File: src/rtl/mem_port_arbiter.sv
// Arbitrates the shared data RAM between fetch and memory stages through a
// grant / RAM-cycle / response pipeline, with data priority and a fetch starvation guard.
module mem_port_arbiter #(
    parameter int ADDR_W          = 64,
    parameter int DATA_W          = 64,
    parameter int MAX_DATA_STREAK = 3
) (
    input  logic              clk,
    input  logic              rst_n,
    input  logic              if_req,
    input  logic [ADDR_W-1:0] if_addr,
    input  logic              if_flush,
    output logic              if_gnt,
    output logic              if_valid,
    output logic [DATA_W-1:0] if_rdata,
    output logic              if_err,
    input  logic              dm_req,
    input  logic              dm_we,
    input  logic [ADDR_W-1:0] dm_addr,
    input  logic [DATA_W-1:0] dm_wdata,
    output logic              dm_gnt,
    output logic              dm_valid,
    output logic [DATA_W-1:0] dm_rdata,
    output logic              dm_err,
    output logic              ram_en,
    output logic              ram_we,
    output logic [ADDR_W-1:0] ram_addr,
    output logic [DATA_W-1:0] ram_wdata,
    input  logic [DATA_W-1:0] ram_rdata,
    input  logic              ram_err,
    output logic              if_stall,
    output logic              dm_stall,
    output logic              halted
);
    typedef enum logic {RUN = 1'b0, HALT = 1'b1} state_t;
    localparam logic [3:0] STREAK_MAX = 4'(MAX_DATA_STREAK);

    state_t            r_state;
    logic [3:0]        r_streak;
    logic              r_b_vld, r_b_dm, r_b_we;
    logic [ADDR_W-1:0] r_b_addr;
    logic [DATA_W-1:0] r_b_wdata;
    logic              r_if_valid, r_if_err, r_dm_valid, r_dm_err;
    logic [DATA_W-1:0] r_if_rdata, r_dm_rdata;

    logic w_run, w_if_ok, w_streak_full, w_if_gnt, w_dm_gnt;

    // A flushed fetch is not eligible, so it never blocks the data side.
    always_comb begin
        w_run         = (r_state == RUN);
        w_if_ok       = if_req & ~if_flush;
        w_streak_full = (r_streak == STREAK_MAX);
        w_if_gnt      = w_run & w_if_ok & (~dm_req | w_streak_full);
        w_dm_gnt      = w_run & dm_req & ~w_if_gnt;
    end

    always_ff @(posedge clk or negedge rst_n) begin
        if (!rst_n) begin
            r_streak <= '0;
        end else if (!if_req || w_if_gnt) begin
            r_streak <= '0;
        end else if (w_dm_gnt && !w_streak_full) begin
            r_streak <= r_streak + 4'd1;
        end
    end

    always_ff @(posedge clk or negedge rst_n) begin
        if (!rst_n) begin
            r_b_vld   <= 1'b0;
            r_b_dm    <= 1'b0;
            r_b_we    <= 1'b0;
            r_b_addr  <= '0;
            r_b_wdata <= '0;
        end else begin
            r_b_vld <= w_if_gnt | w_dm_gnt;
            if (w_if_gnt || w_dm_gnt) begin
                r_b_dm    <= w_dm_gnt;
                r_b_we    <= w_dm_gnt & dm_we;
                r_b_addr  <= w_dm_gnt ? dm_addr : if_addr;
                r_b_wdata <= w_dm_gnt ? dm_wdata : '0;
            end
        end
    end

    // Response capture; a fetch in the RAM cycle is dropped if flushed in that cycle.
    always_ff @(posedge clk or negedge rst_n) begin
        if (!rst_n) begin
            r_state    <= RUN;
            r_if_valid <= 1'b0;
            r_if_rdata <= '0;
            r_if_err   <= 1'b0;
            r_dm_valid <= 1'b0;
            r_dm_rdata <= '0;
            r_dm_err   <= 1'b0;
        end else begin
            r_if_valid <= r_b_vld & ~r_b_dm & ~if_flush;
            r_dm_valid <= r_b_vld & r_b_dm;
            if (r_b_vld && !r_b_dm && !if_flush) begin
                r_if_rdata <= ram_rdata;
                r_if_err   <= ram_err;
            end
            if (r_b_vld && r_b_dm) begin
                r_dm_rdata <= r_b_we ? '0 : ram_rdata;
                r_dm_err   <= ram_err;
                if (ram_err) r_state <= HALT;
            end
        end
    end

    always_comb begin
        if_gnt    = w_if_gnt;
        dm_gnt    = w_dm_gnt;
        if_stall  = if_req & ~w_if_gnt;
        dm_stall  = dm_req & ~w_dm_gnt;
        ram_en    = r_b_vld;
        ram_we    = r_b_vld & r_b_we;
        ram_addr  = r_b_vld ? r_b_addr : '0;
        ram_wdata = (r_b_vld && r_b_we) ? r_b_wdata : '0;
        if_valid  = r_if_valid;
        if_rdata  = r_if_rdata;
        if_err    = r_if_err;
        dm_valid  = r_dm_valid;
        dm_rdata  = r_dm_rdata;
        dm_err    = r_dm_err;
        halted    = (r_state == HALT);
    end
endmodule

File: config.mk
export PLATFORM = sky130hd
export DESIGN_NAME = mem_port_arbiter
export DESIGN_NICKNAME = d
export VERILOG_FILES = /design/src/rtl/mem_port_arbiter.sv
export SDC_FILE = /design/constraint.sdc
export NUM_CORES = 1
export LEC_CHECK = 0
export CORE_AREA = 2 2 207 209
export DETAILED_ROUTE_END_ITERATION = 10
export DIE_AREA = 0 0 209 211
export REMOVE_ABC_BUFFERS = 1
export SETUP_SLACK_MARGIN = 0.2
export SYNTH_ARGS = -nofsm -noshare
export SYNTH_HDL_FRONTEND = slang
export SYNTH_SLANG_ARGS = --single-unit
File: constraint.sdc
create_clock -name clk -period 5.24 [get_ports clk]
set_input_delay 1.048 -clock clk [delete_from_list [all_inputs] [get_ports clk]]
set_output_delay 1.048 -clock clk [all_outputs]
set_load 0.02 [all_outputs]
==> summary.md, run 1 <==
| Metric | Value |
|---|---|
| Outcome | completed |
| Relative slew slack | 19.6% |
| Worst Path Required | 4.19 ns |
| Die width | 209 um |
| # rows | 75 |
| CP Capture Type | primary output |
| F_max | 238 MHz |
| EDFF count, synth | 0 |
| CTS tree | yes |
| Final Max Slew Viols | 0 |
| Largest net degree at the start of global routing | 131 |
| # setup viols final | 0 |
| Startpoint types | flop |
| Max-Cap Viols | 0 |
| P per Cell Area | 512 nW/um^2 |
| Final Hold Viols | 0 |
| Clk buf depth | 3 |
| Iter 0 DRT Violations | 488 |
| CTS clk-pin slew, worst paths | 0.06 ns |
| Global-route wire length before repair | 63600 um |
| Total leakage power | 7.98 nW |
| HPWL after detailed placement | 30400 um |
| IO Port Bufs | 529 |
| Final Power | 0.00963 W |
| Synth Area per Inst | 11.0 um^2 |
| RSZ-0062 raised after global routing | no |
| WL/cell | 19.7 um |
| Peak supply drop | 0.227 mV |
| Clk sinks | 268 |
| Top cell type's share of synthesized area | 55.5% |
| Top Metal Used | met5 |
| Area of the multi-input gates | 4990 um^2 |
| Core area | 41800 um^2 |
| Final Util | 45.1% |
| Worst Hold Class | in -> async |
| Crit path DAT | 3.16 ns |
| Synthesis Warnings | 0 |
| Mapped cell area | 12100 um^2 |
| Vias in the first global route | 10300 |
| # H-tree levels | 1 |
| Count leader, synth | dfrtp_1 |
| Synth async-reset ratio | 100% |
| Resized Gates After CTS | 0 |
| DP Area | 17800 um^2 |
| Residual DRC | 0 |
| Final Cell Area | 18800 um^2 |
| Min Tclk post-route | 4.21 ns |
| Area growth syn-to-layout | 55.8% |
| Vias/cell | 4.59 |
| Cts hold-fix bufs | 0 |
| Initial DRT Pass Iterations | 4 |
| Least-Margin Pin Slew | 1.21 ns |
| Top post-synthesis cells by count | dfrtp_1 (268), nand2_1 (195), mux2_2 (190) |
| Via count | 9835 |
| Area contributors post-synth | dfrtp_1 (56%), mux2_2 (18%), nand2_1 (6.1%) |
| Routed wire length | 42300 um |
| Final period util | 80.3% |
| Die ar. | 44100 um^2 |
| Cell taking the most area after synthesis | dfrtp_1 |
| Postcts setup bufs | 0 |
| FILL cells | 3923 |
| Post-route setup slack | 1.03 ns |
| Ys flop type | dfrtp_1 |
| Number of synthesized register bits | 268 |
| Met2 Wirelength | 20400 um |
| Clock Latency Late Sink | 0.56 ns |
| Total GRT Usage | 18.6% |
| Worst Skew | 0.0113 ns |
| Synth unique cells | 27 |
| Routed wl met3 | 3880 um |
| Crit path kind | reg -> out |
| Critical Path Fanout Max | 6 |
| Initial Util | 28.9% |
| Reg area | 6710 um^2 |
| Nets | 1848 |
| Initial antenna violation count | 6 |
| Post-route ant nets | 0 |
| Place WS | 0.984 ns |
| Num CTS Buffers | 31 |
| Post-synthesis sequential area ratio | 55.5% |
| Met1 WL | 16800 um |
| Io pins | 530 |
| Share of post-route cells with drive strength above 1 | 15.8% |
| Total global routing overflow | 0 |
| Die Y | 211 um |
| Post-Synthesis Cells | 1096 |
| Routability Congestion | 0.773 |
| Clock root buffer | clkbuf_16 |
-- stage by stage --
stage | setup TNS (ns) | cells | hold slack (ns)
final | 0 | 2143 | 0.458
after global routing | 0 | 2143 | 0.466
after CTS | 0 | 2142 | 0.438
after detailed placement | 0 | 2090 | 0.469
after global placement | 0 | 2090 | 0.462
after floorplan | -316.22 | 1009 | 0.490
-- worst max-delay path, stage by stage (launching register included) --
cell and delay, ns:
dfrtp_1 0.37, ha_1 0.20, or3b_1 0.43, a2111oi_4 0.68, clkdlybuf4s50_1 0.91
-- cell families after synthesis --
| family | after synthesis | synth area share, % |
|---|---|---|
| adders and majority gates | 1 | 0.104 |
| buffers and inverters | 90 | 3.37 |
| AOI/OAI and AO/OA | 140 | 6.11 |
| and+or+nand+nor | 403 | 16.8 |
| DFF | 268 | 55.5 |
| muxes | 194 | 18.1 |
-- routing by layer --
layer	vias up	track usage [%]
met5	-	0
met4	8	6.08
met3	52	6.84
met2	376	31.8
met1	4749	21.7
li1	4650	-
-- cells in the final DEF, fill, tap and decap left out, types with 2 or more instances in the layout --
cell,instances
a211oi_1,4
a21oi_1,65
and2_1,65
and3_1,64
buf_12,3
buf_4,10
bufinv_16,3
clkbuf_1,10
clkbuf_16,31
clkbuf_8,6
clkdlybuf4s50_1,528
clkinv_2,2
dfrtp_1,266
dfrtp_4,2
inv_1,3
mux2_1,4
mux2_2,190
nand2_1,194
nand2b_1,65
nand3_1,2
nor2_1,4
o21ai_0,68
or3_1,2
-- state kept, by name (all words and copies together) (netlist names), 4 cells and up --
signal     flops
dm_rdata      64
if_rdata      64
r_b_addr      64
r_b_wdata     64
r_streak       4
-- final timing paths --
check	start	cells after the start	slack (ns)	end
max in group asynchronous	rst_n	2	3.74	if_rdata[25]
worst max register to register	r_streak[0]	6	1.72	r_b_addr[32]
worst min-delay path	rst_n	1	0.46	r_b_addr[24]
worst min register to register	dm_rdata[26]	2	0.48	dm_rdata[26]
worst max-delay path	r_streak[0]	4	1.03	if_gnt
min in group clk	dm_rdata[26]	2	0.48	dm_rdata[26]
-- area by class of cell --
cell class / count / share of cell area, %
Antenna cell: 1 / 0.0133
Clock buffer: 47 / 4.76
Clock inverter: 5 / 0.532
Inverter: 3 / 0.0598
Multi-Input combinational cell: 738 / 26.5
Sequential cell: 268 / 35.7
Tap cell: 539 / 3.58
Timing Repair Buffer: 542 / 28.9
-- report_power, final --
group / leakage [nW] / switching, W / internal, W
clock network: 0.487 / 0.000844 / 0.00131
registers: 3.32 / 0.000595 / 0.00302
logic: 4.17 / 0.00179 / 0.00207
total: 7.98 / 0.00323 / 0.00640
No activity file was read; power rests on OpenSTA's default activity.
==> run 2: changes to the inputs <==
==> constraint.sdc (replaced) <==
create_clock -name clk -period 4.3 [get_ports clk]
set_input_delay 0.86 -clock clk [delete_from_list [all_inputs] [get_ports clk]]
set_output_delay 0.86 -clock clk [all_outputs]
set_load 0.02 [all_outputs]
==> run 2 against run 1 <==
Against the previous run:
- utilization grew 0.46 points
- largest cell class unchanged
- sequential power increased by 21%
- critical path depth is 2 higher
- routed wire length increased by 1.1%
- non-clock buffer count is 8 higher
- design area rose by 1.0%
- clock skew increased by 0.0065 ns
- clock power increased by 31%
- sequential cell count unchanged
- global-route usage is 0.45 points higher
- total power is 24% higher
- combinational power increased by 23%
==> summary.md, run 2 (same netlist as run 1, synthesis figures left out) <==
| Metric | Value |
|---|---|
| Outcome | completed (unchanged) |
| Critical Path Fanout Max | 30 (was 6) |
| Post-route setup slack | 0.390 ns (was 1.03 ns) |
| Die ar. | 44100 um^2 (unchanged) |
| Final Util | 45.5% (was 45.1%) |
| Crit-path slowest cell | clkdlybuf4s50_1 (unchanged) |
| Clk buf depth | 3 (unchanged) |
| Cts hold-fix bufs | 0 (unchanged) |
| DP Area | 17900 um^2 (was 17800 um^2) |
| CP Capture Type | primary output (unchanged) |
| Share of post-route cells with drive strength above 1 | 16.6% (was 15.8%) |
| Max-Cap Viols | 0 (unchanged) |
| Crit path DAT | 3.05 ns (was 3.16 ns) |
| Via count | 9996 (was 9835) |
| Clock Latency Late Sink | 0.53 ns (was 0.56 ns) |
| Final period util | 90.9% |
| Num CTS Buffers | 34 (was 31) |
| WL/cell | 19.8 um (was 19.7 um) |
| Io pins | 530 (unchanged) |
| CP Capture Point | dm_gnt (was if_gnt) |
| Crit path kind | reg -> out (unchanged) |
| Diodes inserted | 0 (was 1) |
| Worst Skew | 0.0178 ns (was 0.0113 ns) |
| P per Cell Area | 628 nW/um^2 (was 512 nW/um^2) |
| # setup viols final | 0 (unchanged) |
| R2R Path Start | r_streak[0] (unchanged) |
| Least-Margin Pin Slew | 0.847 ns (was 1.21 ns) |
| Iter 0 DRT Violations | 518 (was 488) |
| Initial Util | 28.9% (unchanged) |
| Vias/cell | 4.64 (was 4.59) |
| Worst Hold Class | in -> async (unchanged) |
| # H-tree levels | 2 (was 1) |
| Die Y | 211 um (unchanged) |
| Leading cell type in the layout, fill and taps excluded | clkdlybuf4s50_1 (unchanged) |
| Total GRT Usage | 19.1% (was 18.6%) |
| Vias in the first global route | 10400 (was 10300) |
| Final Cell Area | 19000 um^2 (was 18800 um^2) |
| Core area | 41800 um^2 (unchanged) |
| RSZ-0062 raised after global routing | no (unchanged) |
| Die width | 209 um (unchanged) |
| Initial antenna violation count | 2 (was 6) |
| HPWL after detailed placement | 30800 um (was 30400 um) |
| CP peak stage delay | 0.55 ns (was 0.91 ns) |
| CTS clk-pin slew, worst paths | 0.06 ns (about the same) |
| Layout Cells excl Fill | 2155 (was 2143) |
| Routability Congestion | 0.784 (was 0.773) |
| Total leakage power | 8.08 nW (was 7.98 nW) |
| FILL cells | 3955 (was 3923) |
| Clock root buffer | clkbuf_16 (unchanged) |
| # rows | 75 (unchanged) |
| Startpoint types | flop (unchanged) |
| Peak supply drop | 0.348 mV (was 0.227 mV) |
| Area growth syn-to-layout | 57.4% (was 55.8%) |
| Postcts setup bufs | 0 (unchanged) |
| Most frequent cells in the layout | clkdlybuf4s50_1 (528), dfrtp_1 (266), nand2_1 (194) (unchanged) |
| Place WS | 0.602 ns (was 0.984 ns) |
| CTS tree | yes (unchanged) |
| Min Tclk post-route | 3.91 ns |
| Final Max Slew Viols | 0 (unchanged) |
| Clk sinks | 268 (unchanged) |
| Critical Path, Cell by Cell | ha_1 -> or3b_1 -> a2111oi_4 -> buf_4 -> nor2_1 -> clkdlybuf4s50_1 (was ha_1 -> or3b_1 -> a2111oi_4 -> clkdlybuf4s50_1) |
| R2R Setup Slk | 1.49 ns (was 1.72 ns) |
| Post-route ant nets | 0 (unchanged) |
| Reg2reg end | r_b_addr[15] (was r_b_addr[32]) |
| Total global routing overflow | 0 (unchanged) |
| IO Port Bufs | 529 (unchanged) |
| Cells after DPL | 2098 (was 2090) |
| Routed wire length | 42700 um (was 42300 um) |
| Worst Path Required | 3.44 ns (was 4.19 ns) |
| Nets | 1859 (was 1848) |
| Global-route wire length before repair | 64400 um (was 63600 um) |
| Largest net degree at the start of global routing | 108 (was 131) |
| Final Hold Viols | 0 (unchanged) |
| Worst reg2reg path depth | 6 (unchanged) |
| Crit path from | r_streak[0] (unchanged) |
| Resized Gates After CTS | 0 (unchanged) |
| Initial DRT Pass Iterations | 4 (unchanged) |
| Hold_ws | 0.364 ns (was 0.458 ns) |
| Residual DRC | 0 (unchanged) |
| F_max | 256 MHz |
| Relative slew slack | 43.5% (was 19.6%) |
run 2: how the worst min path moves through the flow:
stage                    to  slack [ns]
5_1_grt        r_b_addr[18]        0.41
3_5_place_dp   dm_rdata[33]        0.47
6_report       r_b_addr[47]        0.36
2_1_floorplan        r_b_dm        0.49
4_1_cts        r_b_addr[24]        0.41
3_3_place_gp   dm_rdata[37]        0.46
run 2: cell type report:
cell class | count | area [um^2] | share of cell area, %
flip-flops and latches | 268 | 6710 | 35.3
inverters | 3 | 11.3 | 0.0592
multi-input cells | 738 | 4990 | 26.2
clock buffers | 50 | 1000 | 5.27
well taps | 539 | 674 | 3.55
repair buffers | 550 | 5530 | 29.1
clock inverters | 7 | 91.3 | 0.480
run 2: power by group:
group	internal, W	switching (W)
Sequential	0.00369	0.000704
Clock	0.00173	0.00109
Combinational	0.00253	0.00220
run 2: metal layers:
layer	wire, um	vias to the layer above	global-route usage [%]
li1	-	4680	-
met1	17300	4873	22.5
met2	21000	388	32.7
met3	3490	51	6.63
met4	855	4	5.74
met5	27	-	0
run 2: critical path: cells and delay by family (launching register included):
| family | cells | cell delay (ns) |
|---|---|---|
| AO/OA/AOI/OAI | 1 | 0.42 |
| adder cells (fa/ha/maj) | 1 | 0.22 |
| buffers and inverters | 2 | 0.96 |
| flip-flops | 1 | 0.39 |
| AND/OR/NAND/NOR | 2 | 0.53 |
run 2: per-stage QoR:
step                      TNS (ns)  total power, W
after floorplan            -484.61         0.00687
after global placement           0         0.00911
after detailed placement         0         0.00923
after CTS                        0          0.0121
after global routing             0          0.0127
final                            0          0.0119
